[config.mk]
export PLATFORM = sky130hd
export DESIGN_NAME = mem_port_arbiter
export DESIGN_NICKNAME = d
export VERILOG_FILES = /design/src/rtl/mem_port_arbiter.sv
export SDC_FILE = /design/constraint.sdc
export NUM_CORES = 1
export LEC_CHECK = 0
export BUFFER_PORTS_ARGS = -buffer_cell sky130_fd_sc_hd__clkbuf_2
export CAP_MARGIN = 20
export CORE_AREA = 2 2 99 101
export CTS_CLUSTER_DIAMETER = 30
export DETAILED_ROUTE_END_ITERATION = 10
export DIE_AREA = 0 0 101 103
export PLACE_DENSITY = 0.53
export RECOVER_POWER = 100
export SETUP_SLACK_MARGIN = 0.05
export SYNTH_ARGS = -nofsm -noshare
export SYNTH_HDL_FRONTEND = slang
export SYNTH_SLANG_ARGS = --single-unit
[constraint.sdc]
create_clock -name clk -period 2.4 [get_ports clk]
set_clock_uncertainty 0.2 [all_clocks]
set_input_delay 0.12 -clock clk [delete_from_list [all_inputs] [get_ports clk]]
set_output_delay 0.12 -clock clk [all_outputs]
set_load 0.02 [all_outputs]
[src/rtl/mem_port_arbiter.sv]
// Arbiter sharing one single-port BRAM between instruction fetch and data ports, with tagged read return.
// Optional MEM_ARB_PERF_EN macro adds perf_conflict / perf_starve counters.
module mem_port_arbiter #(
    parameter int ADDR_W     = 14,
    parameter int MEM_LAT    = 1,
    parameter int STARVE_MAX = 3
) (
    input  logic              clk,
    input  logic              rst,
    input  logic              i_req,
    input  logic [31:0]       i_addr,
    output logic              i_gnt,
    output logic              i_rvalid,
    output logic [31:0]       i_rdata,
    input  logic              d_req,
    input  logic [31:0]       d_addr,
    input  logic [31:0]       d_wdata,
    input  logic [3:0]        d_wea,
    output logic              d_gnt,
    output logic              d_rvalid,
    output logic [31:0]       d_rdata,
    output logic              mem_en,
    output logic [ADDR_W-1:0] mem_addr,
    output logic [31:0]       mem_wdata,
    output logic [3:0]        mem_wea,
    input  logic [31:0]       mem_rdata,
    output logic              stall_f
`ifdef MEM_ARB_PERF_EN
    ,
    output logic [31:0]       perf_conflict,
    output logic [15:0]       perf_starve
`endif
);

    localparam logic [3:0] LP_STARVE_MAX = 4'(STARVE_MAX);

    logic [3:0]         r_starve_cnt;
    logic [MEM_LAT-1:0] r_tag_vld;
    logic [MEM_LAT-1:0] r_tag_own_d;
    logic               w_force_i;
    logic               w_push_vld;
    logic               w_unused_addr;

    assign w_force_i = i_req && (r_starve_cnt == LP_STARVE_MAX);

    // NOTE: grants are combinational, so they are gated by rst to keep every output at 0 during reset.
    always_comb begin
        i_gnt     = 1'b0;
        d_gnt     = 1'b0;
        mem_en    = 1'b0;
        mem_addr  = '0;
        mem_wdata = '0;
        mem_wea   = '0;
        if (rst) begin
            if (i_req && (w_force_i || !d_req)) begin
                i_gnt    = 1'b1;
                mem_en   = 1'b1;
                mem_addr = i_addr[ADDR_W+1:2];
            end else if (d_req) begin
                d_gnt    = 1'b1;
                mem_en   = 1'b1;
                mem_addr = d_addr[ADDR_W+1:2];
                mem_wea  = d_wea;
                if (d_wea != 4'b0000) begin
                    mem_wdata = d_wdata;
                end
            end
        end
    end

    assign stall_f    = rst && i_req && !i_gnt;
    assign w_push_vld = i_gnt || (d_gnt && (d_wea == 4'b0000));

    always_ff @(posedge clk or negedge rst) begin
        if (!rst) begin
            r_starve_cnt <= '0;
        end else if (i_req && !i_gnt) begin
            if (r_starve_cnt != LP_STARVE_MAX) begin
                r_starve_cnt <= r_starve_cnt + 4'd1;
            end
        end else begin
            r_starve_cnt <= '0;
        end
    end

    // NOTE: non-blocking assignments let every stage shift from its pre-edge value in one pass.
    always_ff @(posedge clk or negedge rst) begin
        if (!rst) begin
            r_tag_vld   <= '0;
            r_tag_own_d <= '0;
        end else begin
            r_tag_vld[0]   <= w_push_vld;
            r_tag_own_d[0] <= d_gnt;
            for (int k = 1; k < MEM_LAT; k++) begin
                r_tag_vld[k]   <= r_tag_vld[k-1];
                r_tag_own_d[k] <= r_tag_own_d[k-1];
            end
        end
    end

    assign i_rvalid = r_tag_vld[MEM_LAT-1] && !r_tag_own_d[MEM_LAT-1];
    assign d_rvalid = r_tag_vld[MEM_LAT-1] &&  r_tag_own_d[MEM_LAT-1];
    assign i_rdata  = mem_rdata;
    assign d_rdata  = mem_rdata;

    // Byte-offset and high address bits are not used by the word-addressed memory.
    assign w_unused_addr = ^{i_addr[31:ADDR_W+2], i_addr[1:0], d_addr[31:ADDR_W+2], d_addr[1:0]};

`ifdef MEM_ARB_PERF_EN
    always_ff @(posedge clk or negedge rst) begin
        if (!rst) begin
            perf_conflict <= '0;
            perf_starve   <= '0;
        end else begin
            if (i_req && d_req) begin
                perf_conflict <= perf_conflict + 32'd1;
            end
            if (i_gnt && w_force_i && (perf_starve != 16'hFFFF)) begin
                perf_starve <= perf_starve + 16'd1;
            end
        end
    end
`endif

endmodule

==> flow_metrics.tcl, run 1 <==
set metrics [dict create \
    cap_violations 0 \
    rsz0062_at_grt "no" \
    core_area_mm2 0.009459 \
    fillers 1094 \
    whs_ns 0.03214 \
    ys_types 28 \
    netlist_instances 151 \
    io_buffers 123 \
    fin_nets 353 \
    htreeDepth 1 \
    die_w_um 101 \
    synth_fp_nets 288 \
    leakagePower_nw 0.8732 \
    finalSetupViolCount 0 \
    finalSetupTns_ns 0 \
    period_share_pct 94.00 \
    syn_avg_cell_area_um2 8.328 \
    area_growth_pct 24.18 \
    end_kind "primary output" \
    layout_commonest_cell "clkbuf_2" \
    grt_first_pass_wirelength_um 4222 \
    tritoncts.num_buffers 3 \
    die_y_um 103 \
    crit_family "buffers and inverters" \
    yosys_warnings 0 \
    grt_pass1_vias 908 \
    worstSetupPathType "flop to primary output" \
    ys_async_sr_fraction_pct 100.0 \
    hold_violations 0 \
    drt_iter0_drc 16 \
    p_per_area_mw_per_mm2 316.1 \
    final_core_utilization_pct 16.51 \
    cp_max_fo 32 \
    drv_slew 0 \
    setup_ws_ns 0.1439 \
    viasPerCell 3.570 \
    first_pass_iters 4 \
    ys_seq_elements 6 \
    clk_pin_slew_ns 0.03 \
    start_kind "flop" \
    syn-cell-area_mm2 0.001257 \
    vias 1171 \
    clock-sinks 6 \
    gp_congestion 0.6736 \
    overflow 0 \
    pin_count 256 \
    required_ns 2.08 \
    wire_per_inst_um 11.04 \
    arrival_ns 1.94 \
    rows 36 \
    synth_sequential_area_ratio_pct 11.94 \
    tightest_slew_ns 0.4234 \
    grt_max_degree 33 \
    relSlewSlack_pct 71.65 \
    layout_common_cells "115 x clkbuf_2, 27 x and2_1, 10 x clkbuf_1" \
    period_needed_ns 2.256 \
    clkLatencyLatePin_ns 0.22 \
    dieArea_mm2 0.01040 \
    ctsRootBufferMaster "clkbuf_8" \
    start_util_pct 13.29 \
    drive_gt1_share_pct 64.95 \
    synth-edff-count 0 \
    crit_chain "ha_1, nor3b_2, a211oi_2, buf_6, and2_1, clkbuf_1" \
    clockBufferDepth 2 \
    path_buf_inv 2 \
    totalWireLength_um 3621 \
    antenna_left 0 \
    fmax_mhz 443.2 \
    synth_top_flop_cell "dfrtp_1" \
    hold_path_class "input port to flop" \
    post-place-ws_ns 0.3308 \
    antenna_found_initial 0 \
    antenna_cells 0 \
    status "complete, no violations" \
    grt_usage_pct 5.180 \
    tritoncts "built" \
    route.detailed.drc 0 \
    ir_drop_mv 0.1763 \
    slowest_delay_ns 0.39 \
    slowest_stage "dfrtp_1" \
]
synth_stat cells, types with 2 or more instances:
| library cell | instances | area share (%) |
|---|---|---|
| a22o_1 | 6 | 4.2 |
| and3_1 | 4 | 2.0 |
| buf_6 | 3 | 2.7 |
| a22o_2 | 8 | 6.4 |
| and2_1 | 35 | 17 |
| buf_4 | 64 | 38 |
| xnor2_1 | 2 | 1.4 |
| o21ai_0 | 2 | 0.80 |
| inv_1 | 2 | 0.60 |
| dfrtp_1 | 6 | 12 |
| and2_2 | 2 | 1.2 |
final cells by class:
class | count | area (µm²) | share of cell area (%)
Clock buffer | 3 | 41.29 | 2.644
Inverter | 2 | 7.507 | 0.4808
Multi-Input combinational cell | 74 | 573.1 | 36.70
Sequential cell | 6 | 150.1 | 9.615
Tap cell | 114 | 142.6 | 9.135
Timing Repair Buffer | 129 | 646.9 | 41.43
routing by layer:
metal	track usage (%)	part of all wire [%]	vias to the layer above
li1	-	-	559
met1	5.304	36	495
met2	8.103	45	99
met3	2.983	15	18
met4	3.430	4.4	0
met5	0	0	-
cell families (layout without fill, tap and decap cells):
family,Yosys count,count (layout),share of synthesized area [%]
AO/OA/AOI/OAI,21,22,16.32
XOR/XNOR,2,2,1.393
adder cells (fa/ha/maj),1,1,0.9949
buffers and inverters,72,134,43.48
flip-flops,6,6,11.94
multiplexers,1,1,0.8955
AND/OR/NAND/NOR,48,48,24.98
per-stage QoR:
stage	power (mW)	area (µm²)	cells
2_1_floorplan	0.4016	1257	151
3_3_place_gp	0.3445	1491	320
3_5_place_dp	0.3475	1491	320
4_1_cts	0.4998	1543	324
5_1_grt	0.5284	1562	328
6_report	0.4935	1562	328
flip-flops by register name, summed over array words and instances (netlist names):
register	cells
r_starve_cnt	4
r_tag_own_d	1
r_tag_vld	1
worst reg2reg max path: cells and delay by family, from the launching register on:
kind / cells / cell delay (ns)
mux: 1 / 0.34
fa+ha+maj: 1 / 0.19
buf+inv: 1 / 0.21
simple gates: 2 / 0.56
flops: 1 / 0.37
worst paths after layout:
kind	startpoint	slack, ns	to	depth (start not counted)
worst max-delay path	r_starve_cnt[0]$_DFFE_PN0P_	0.14	mem_wdata[23]	6
worst min-delay path	d_req	0.03	r_tag_vld$_DFF_PN0_	2
worst min register to register	r_starve_cnt[0]$_DFFE_PN0P_	0.47	r_starve_cnt[0]$_DFFE_PN0P_	2
worst max register to register	r_starve_cnt[0]$_DFFE_PN0P_	0.42	r_starve_cnt[1]$_DFFE_PN0P_	5
max in group asynchronous	rst	1.69	r_starve_cnt[2]$_DFFE_PN0P_	2
min in group asynchronous	rst	0.11	r_starve_cnt[3]$_DFFE_PN0P_	2
power breakdown:
| group | switching, mW | internal (mW) |
|---|---|---|
| registers | 0.00329 | 0.107 |
| clock network | 0.0366 | 0.107 |
| logic | 0.132 | 0.107 |
| total | 0.172 | 0.321 |
what timing repair did:
item / CTS / global route
setup buffers: 0 / 3
gates resized for setup: 0 / 4
hold endpoints to repair: 6 / 0
hold buffers: 1 / 0
endpoints found under the setup margin: 0 / 50
Note: power is estimated with default switching activity, not from simulation.
==> inputs of run 2 (changes only) <==
--- a/config.mk
+++ b/config.mk
@@ -11,7 +11,7 @@
 export CTS_CLUSTER_DIAMETER = 30
 export DETAILED_ROUTE_END_ITERATION = 10
 export DIE_AREA = 0 0 101 103
-export PLACE_DENSITY = 0.53
+export GPL_TIMING_DRIVEN = 0
 export RECOVER_POWER = 100
 export SETUP_SLACK_MARGIN = 0.05
 export SYNTH_ARGS = -nofsm -noshare
==> run 2 against run 1 <==
Compared with the run above:
- critical path depth is 1 higher
- first-iteration DRC count is 44% lower
- cell count is 40% higher
- non-clock buffer count increased by 133
- sequential power hardly changed
- worst hold slack improved by 0.038 ns
- register-to-register slack improved by 0.11 ns
- count of clock-buffer cells in the layout did not move
- flip-flop and latch count unchanged
- setup slack lost 0.042 ns
- sequential share of layout area shrank 3.2 points
- routed wire length increased by 17%
- critical endpoint is now mem_addr[7]
==> flow_metrics.tcl, run 2 (same netlist as run 1, synthesis figures left out) <==
set metrics [dict create \
    status "complete, no violations" \
    leakagePower_nw 1.267 \
    rsz0062_at_grt "no" \
    start_util_pct 13.29 \
    period_share_pct 95.75 \
    dpl_cell_area_mm2 0.002331 \
    die_y_um 103 \
    multi_input_area_um2 573.1 \
    arrival_ns 1.98 \
    grt_pass1_vias 1299 \
    placed_cells 451 \
    clkLatencyLatePin_ns 0.22 \
    dieArea_mm2 0.01040 \
    cpMostUsedCell "buf_4" \
    tritoncts "built" \
    first_pass_iters 3 \
    grt_first_pass_wirelength_um 5319 \
    layout_common_cells "106 x clkbuf_2, 79 x clkbuf_1, 68 x buf_4" \
    instances_no_fill 460 \
    hold_path_class "input port to flop" \
    period_needed_ns 2.298 \
    layout_commonest_cell "clkbuf_2" \
    pin_count 256 \
    ctsRootBufferMaster "clkbuf_8" \
    final_core_utilization_pct 24.81 \
    worstSetupPathType "flop to primary output" \
    reg_top3 "r_starve_cnt (4), r_tag_own_d (1), r_tag_vld (1)" \
    end_kind "primary output" \
    wire_per_inst_um 9.224 \
    core_area_mm2 0.009459 \
    route.detailed.drc 0 \
    antenna_found_initial 0 \
    fin_nets 485 \
    finalSetupTns_ns 0 \
    area_growth_pct 86.67 \
    fillers 1064 \
    clockBufferDepth 2 \
    tritoncts.num_buffers 3 \
    grt_usage_pct 6.428 \
    slowest_delay_ns 0.39 \
    hpwl_um 3821 \
    hold_violations 0 \
    gp_congestion 0.7470 \
    antenna_cells 0 \
    drv_slew 0 \
    ir_drop_mv 0.1759 \
    clock-sinks 6 \
    cap_violations 0 \
    fmax_mhz 435.1 \
    vias 1644 \
    totalWireLength_um 4243 \
    drive_gt1_share_pct 58.38 \
    p_per_area_mw_per_mm2 297.9 \
    htreeDepth 1 \
    ff_latch_area_um2 150.1 \
    path_buf_inv 3 \
    top_register "r_starve_cnt" \
    slowest_stage "dfrtp_1" \
    drt_iter0_drc 9 \
    crit_family "compound AO/OA/AOI/OAI gates" \
    clk_pin_slew_ns 0.04 \
    antenna_left 0 \
    fin_total_pwr_mw 0.6993 \
    finalSetupViolCount 0 \
    rows 36 \
    required_ns 2.08 \
    relSlewSlack_pct 50.43 \
    crit_chain "ha_2, nor3b_4, buf_4, o211a_4, buf_4, a22o_2, clkbuf_1" \
    grt_max_degree 12 \
    start_kind "flop" \
    io_buffers 186 \
    overflow 0 \
    viasPerCell 3.574 \
    stdcell_area_mm2 0.002347 \
    tightest_slew_ns 0.7368 \
    largest_reg_flops 4 \
    die_w_um 101 \
    cp_max_fo 10 \
]
-- run 2: cell types whose count changed in the layout (fill, tap and decap cells not counted), moves of 3 or more --
cell,delta
clkbuf_1,+69
buf_4,+67
clkbuf_2,-9
and2_0,-3
and2_1,+3
buf_6,+3
-- run 2: timing repair --
item	CTS	global route
hold buffers	2	0
pin swaps	1	1
setup endpoints to repair	32	42
hold endpoints to repair	7	0
setup buffers	3	1
resized for setup	3	17
-- run 2: final cells by class --
cell class	instances	area share, %
Buffer	70	22.92
Tap cell	114	6.077
Clock buffer	3	1.759
Inverter	2	0.3198
Multi-Input combinational cell	73	24.41
Timing Repair Buffer	192	38.11
Sequential cell	6	6.397
-- run 2: worst register-to-register path, cell delays in order (launching register included) --
cell and delay, ns:
dfrtp_1 0.39, ha_2 0.20, nor3b_4 0.15, buf_4 0.15, o211a_4 0.25, buf_4 0.18
a31o_2 0.23
-- run 2: worst paths after layout --
check | startpoint | to | slack [ns] | depth (start not counted)
max | r_starve_cnt[0]$_DFFE_PN0P_ | mem_addr[7] | 0.10 | 7
min | i_req | r_starve_cnt[2]$_DFFE_PN0P_ | 0.07 | 2
max reg2reg | r_starve_cnt[0]$_DFFE_PN0P_ | r_tag_vld$_DFF_PN0_ | 0.53 | 6
min reg2reg | r_starve_cnt[1]$_DFFE_PN0P_ | r_starve_cnt[1]$_DFFE_PN0P_ | 0.48 | 2
max in group asynchronous | rst | r_starve_cnt[3]$_DFFE_PN0P_ | 1.70 | 2
min in group asynchronous | rst | r_starve_cnt[2]$_DFFE_PN0P_ | 0.10 | 2
-- run 2: per-layer routing --
metal / vias up / part of all wire [%] / GRT usage [%]
met1: 681 / 35 / 7.010
met4: 0 / 0.64 / 2.183
li1: 822 / - / -
met5: - / 0 / 0
met2: 139 / 52 / 12.46
met3: 2 / 12 / 1.153
-- run 2: metrics by stage --
step | hold slack [ns] | worst slack, ns
3_5_place_dp | -0.1998 | 0.006277
5_1_grt | 0.07625 | 0.03478
2_1_floorplan | -0.3756 | 0.4833
4_1_cts | 0.06642 | 0.05006
6_report | 0.06991 | 0.1019
3_3_place_gp | -0.2053 | 0.03958
-- run 2: power breakdown --
| group | internal (mW) | switching [mW] |
|---|---|---|
| Clock | 0.108 | 0.0423 |
| Sequential | 0.107 | 0.00340 |
| Combinational | 0.205 | 0.234 |
==> inputs of run 3 (changes only) <==
--- a/config.mk
+++ b/config.mk
@@ -13,6 +13,7 @@
 export DIE_AREA = 0 0 101 103
 export GPL_TIMING_DRIVEN = 0
 export RECOVER_POWER = 100
+export REMOVE_ABC_BUFFERS = 1
 export SETUP_SLACK_MARGIN = 0.05
 export SYNTH_ARGS = -nofsm -noshare
 export SYNTH_HDL_FRONTEND = slang
==> run 3 against run 2 <==
Compared with the run above:
- via count is 22% lower
- register-to-register slack hardly changed
- count of clock-buffer cells in the layout stayed put
- die area stayed put
- setup slack better by 0.057 ns
- flip-flop and latch count stayed put
- critical path type unchanged
- highest routed layer is now met5
==> flow_metrics.tcl, run 3 (same netlist as run 1, synthesis figures left out) <==
set metrics [dict create \
    area_growth_pct 22.79 \
    fillers 1087 \
    grt_first_pass_wirelength_um 9873 \
    hold_violations 0 \
    dpl_cell_area_mm2 0.001488 \
    route.detailed.drc 0 \
    ir_drop_mv 0.1536 \
    pin_count 256 \
    drive_gt1_share_pct 63.81 \
    cp_max_fo 18 \
    leakagePower_nw 0.8406 \
    hold_path_class "input port to flop" \
    layout_commonest_cell "clkbuf_2" \
    grt_pass1_vias 1214 \
    ff_latch_area_um2 150.1 \
    overflow 0 \
    htreeDepth 1 \
    multi_input_area_um2 563.0 \
    grt_usage_pct 14.28 \
    tritoncts.num_buffers 3 \
    antenna_left 0 \
    clockBufferDepth 2 \
    dieArea_mm2 0.01040 \
    rows 36 \
    gp_congestion 0.7832 \
    finalSetupViolCount 0 \
    period_share_pct 93.40 \
    rsz0062_at_grt "yes" \
    hpwl_um 7460 \
    clk_pin_slew_ns 0.04 \
    clkLatencyLatePin_ns 0.22 \
    first_pass_iters 4 \
    grt_max_degree 21 \
    period_needed_ns 2.242 \
    worstSetupPathType "flop to primary output" \
    stdcell_area_mm2 0.001544 \
    relSlewSlack_pct 63.48 \
    final_core_utilization_pct 16.32 \
    layout_common_cells "110 x clkbuf_2, 18 x and2_0, 17 x and2_1" \
    antenna_cells 0 \
    start_kind "flop" \
    required_ns 2.08 \
    vias 1279 \
    tightest_slew_ns 0.5428 \
    io_buffers 123 \
    p_per_area_mw_per_mm2 326.4 \
    core_area_mm2 0.009459 \
    drv_slew 0 \
    drt_iter0_drc 21 \
    antenna_found_initial 0 \
    largest_reg_flops 4 \
    wire_per_inst_um 24.79 \
    die_w_um 101 \
    start_util_pct 13.29 \
    status "complete, no violations" \
    end_kind "primary output" \
    fmax_mhz 446.1 \
    top_register "r_starve_cnt" \
    tritoncts "built" \
    arrival_ns 1.92 \
    viasPerCell 3.948 \
    clock-sinks 6 \
    die_y_um 103 \
    cap_violations 0 \
    fin_nets 349 \
    totalWireLength_um 8033 \
    ctsRootBufferMaster "clkbuf_8" \
    reg_top3 "r_starve_cnt (4), r_tag_own_d (1), r_tag_vld (1)" \
]
[run 3: stage by stage]
| stage | setup TNS [ns] | setup WS [ns] | power (mW) | hold WS, ns | cells |
|---|---|---|---|---|---|
| floorplan | 0 | 0.2036 | 0.2341 | -0.3756 | 81 |
| global placement | -9.534 | -0.3498 | 0.3503 | -0.2134 | 318 |
| detailed placement | -1.198 | -0.1001 | 0.3563 | -0.2063 | 319 |
| CTS | 0 | 0.08805 | 0.5146 | 0.01083 | 324 |
| global route | 0 | 0.006779 | 0.5398 | 0.02917 | 324 |
| finish | 0 | 0.1584 | 0.5039 | 0.01774 | 324 |
[run 3: final timing paths]
| check | from | to | slack (ns) | cells after the start |
|---|---|---|---|---|
| worst max-delay path | r_starve_cnt[0]$_DFFE_PN0P_ | mem_wdata[7] | 0.16 | 6 |
| worst min-delay path | d_req | r_tag_vld$_DFF_PN0_ | 0.02 | 2 |
| worst max register to register | r_starve_cnt[0]$_DFFE_PN0P_ | r_starve_cnt[1]$_DFFE_PN0P_ | 0.53 | 4 |
| worst min register to register | r_starve_cnt[0]$_DFFE_PN0P_ | r_starve_cnt[0]$_DFFE_PN0P_ | 0.47 | 2 |
| max in group asynchronous | rst | r_tag_own_d$_DFF_PN0_ | 1.76 | 2 |
| min in group asynchronous | rst | r_starve_cnt[2]$_DFFE_PN0P_ | 0.09 | 2 |
[run 3: routing by layer]
layer,global-route usage (%),wire (µm)
met1,13.04,2426
met2,21.74,3392
met3,12.68,1716
met4,6.861,434
met5,4.808,63
[run 3: cell type report]
cell class	count	area share, %
clock buffer	3	2.674
inverter	2	0.4862
multi-input combinational	73	36.47
sequential	6	9.724
tap	114	9.238
timing repair buffer	126	41.41
[run 3: power by group]
group | switching [mW] | total [mW] | internal [mW]
sequential | 0.00359 | 0.110 | 0.107
clock | 0.0415 | 0.149 | 0.108
combinational | 0.137 | 0.244 | 0.108
[run 3: critical path, cell delays in order (launching register included)]
cell and delay (ns):
dfrtp_1 0.37, ha_2 0.20, nor3b_4 0.42, a211oi_2 0.18, buf_6 0.18, and2_0 0.18
buf_4 0.17
[run 3: timing repair]
action                                 4_1_cts  5_1_grt
resized for setup                            1       37
buffers inserted                             1        0
hold buffers                                 1        0
setup endpoints to repair                   32       45
pin swaps                                    1        4
endpoints found under the hold margin        6        0
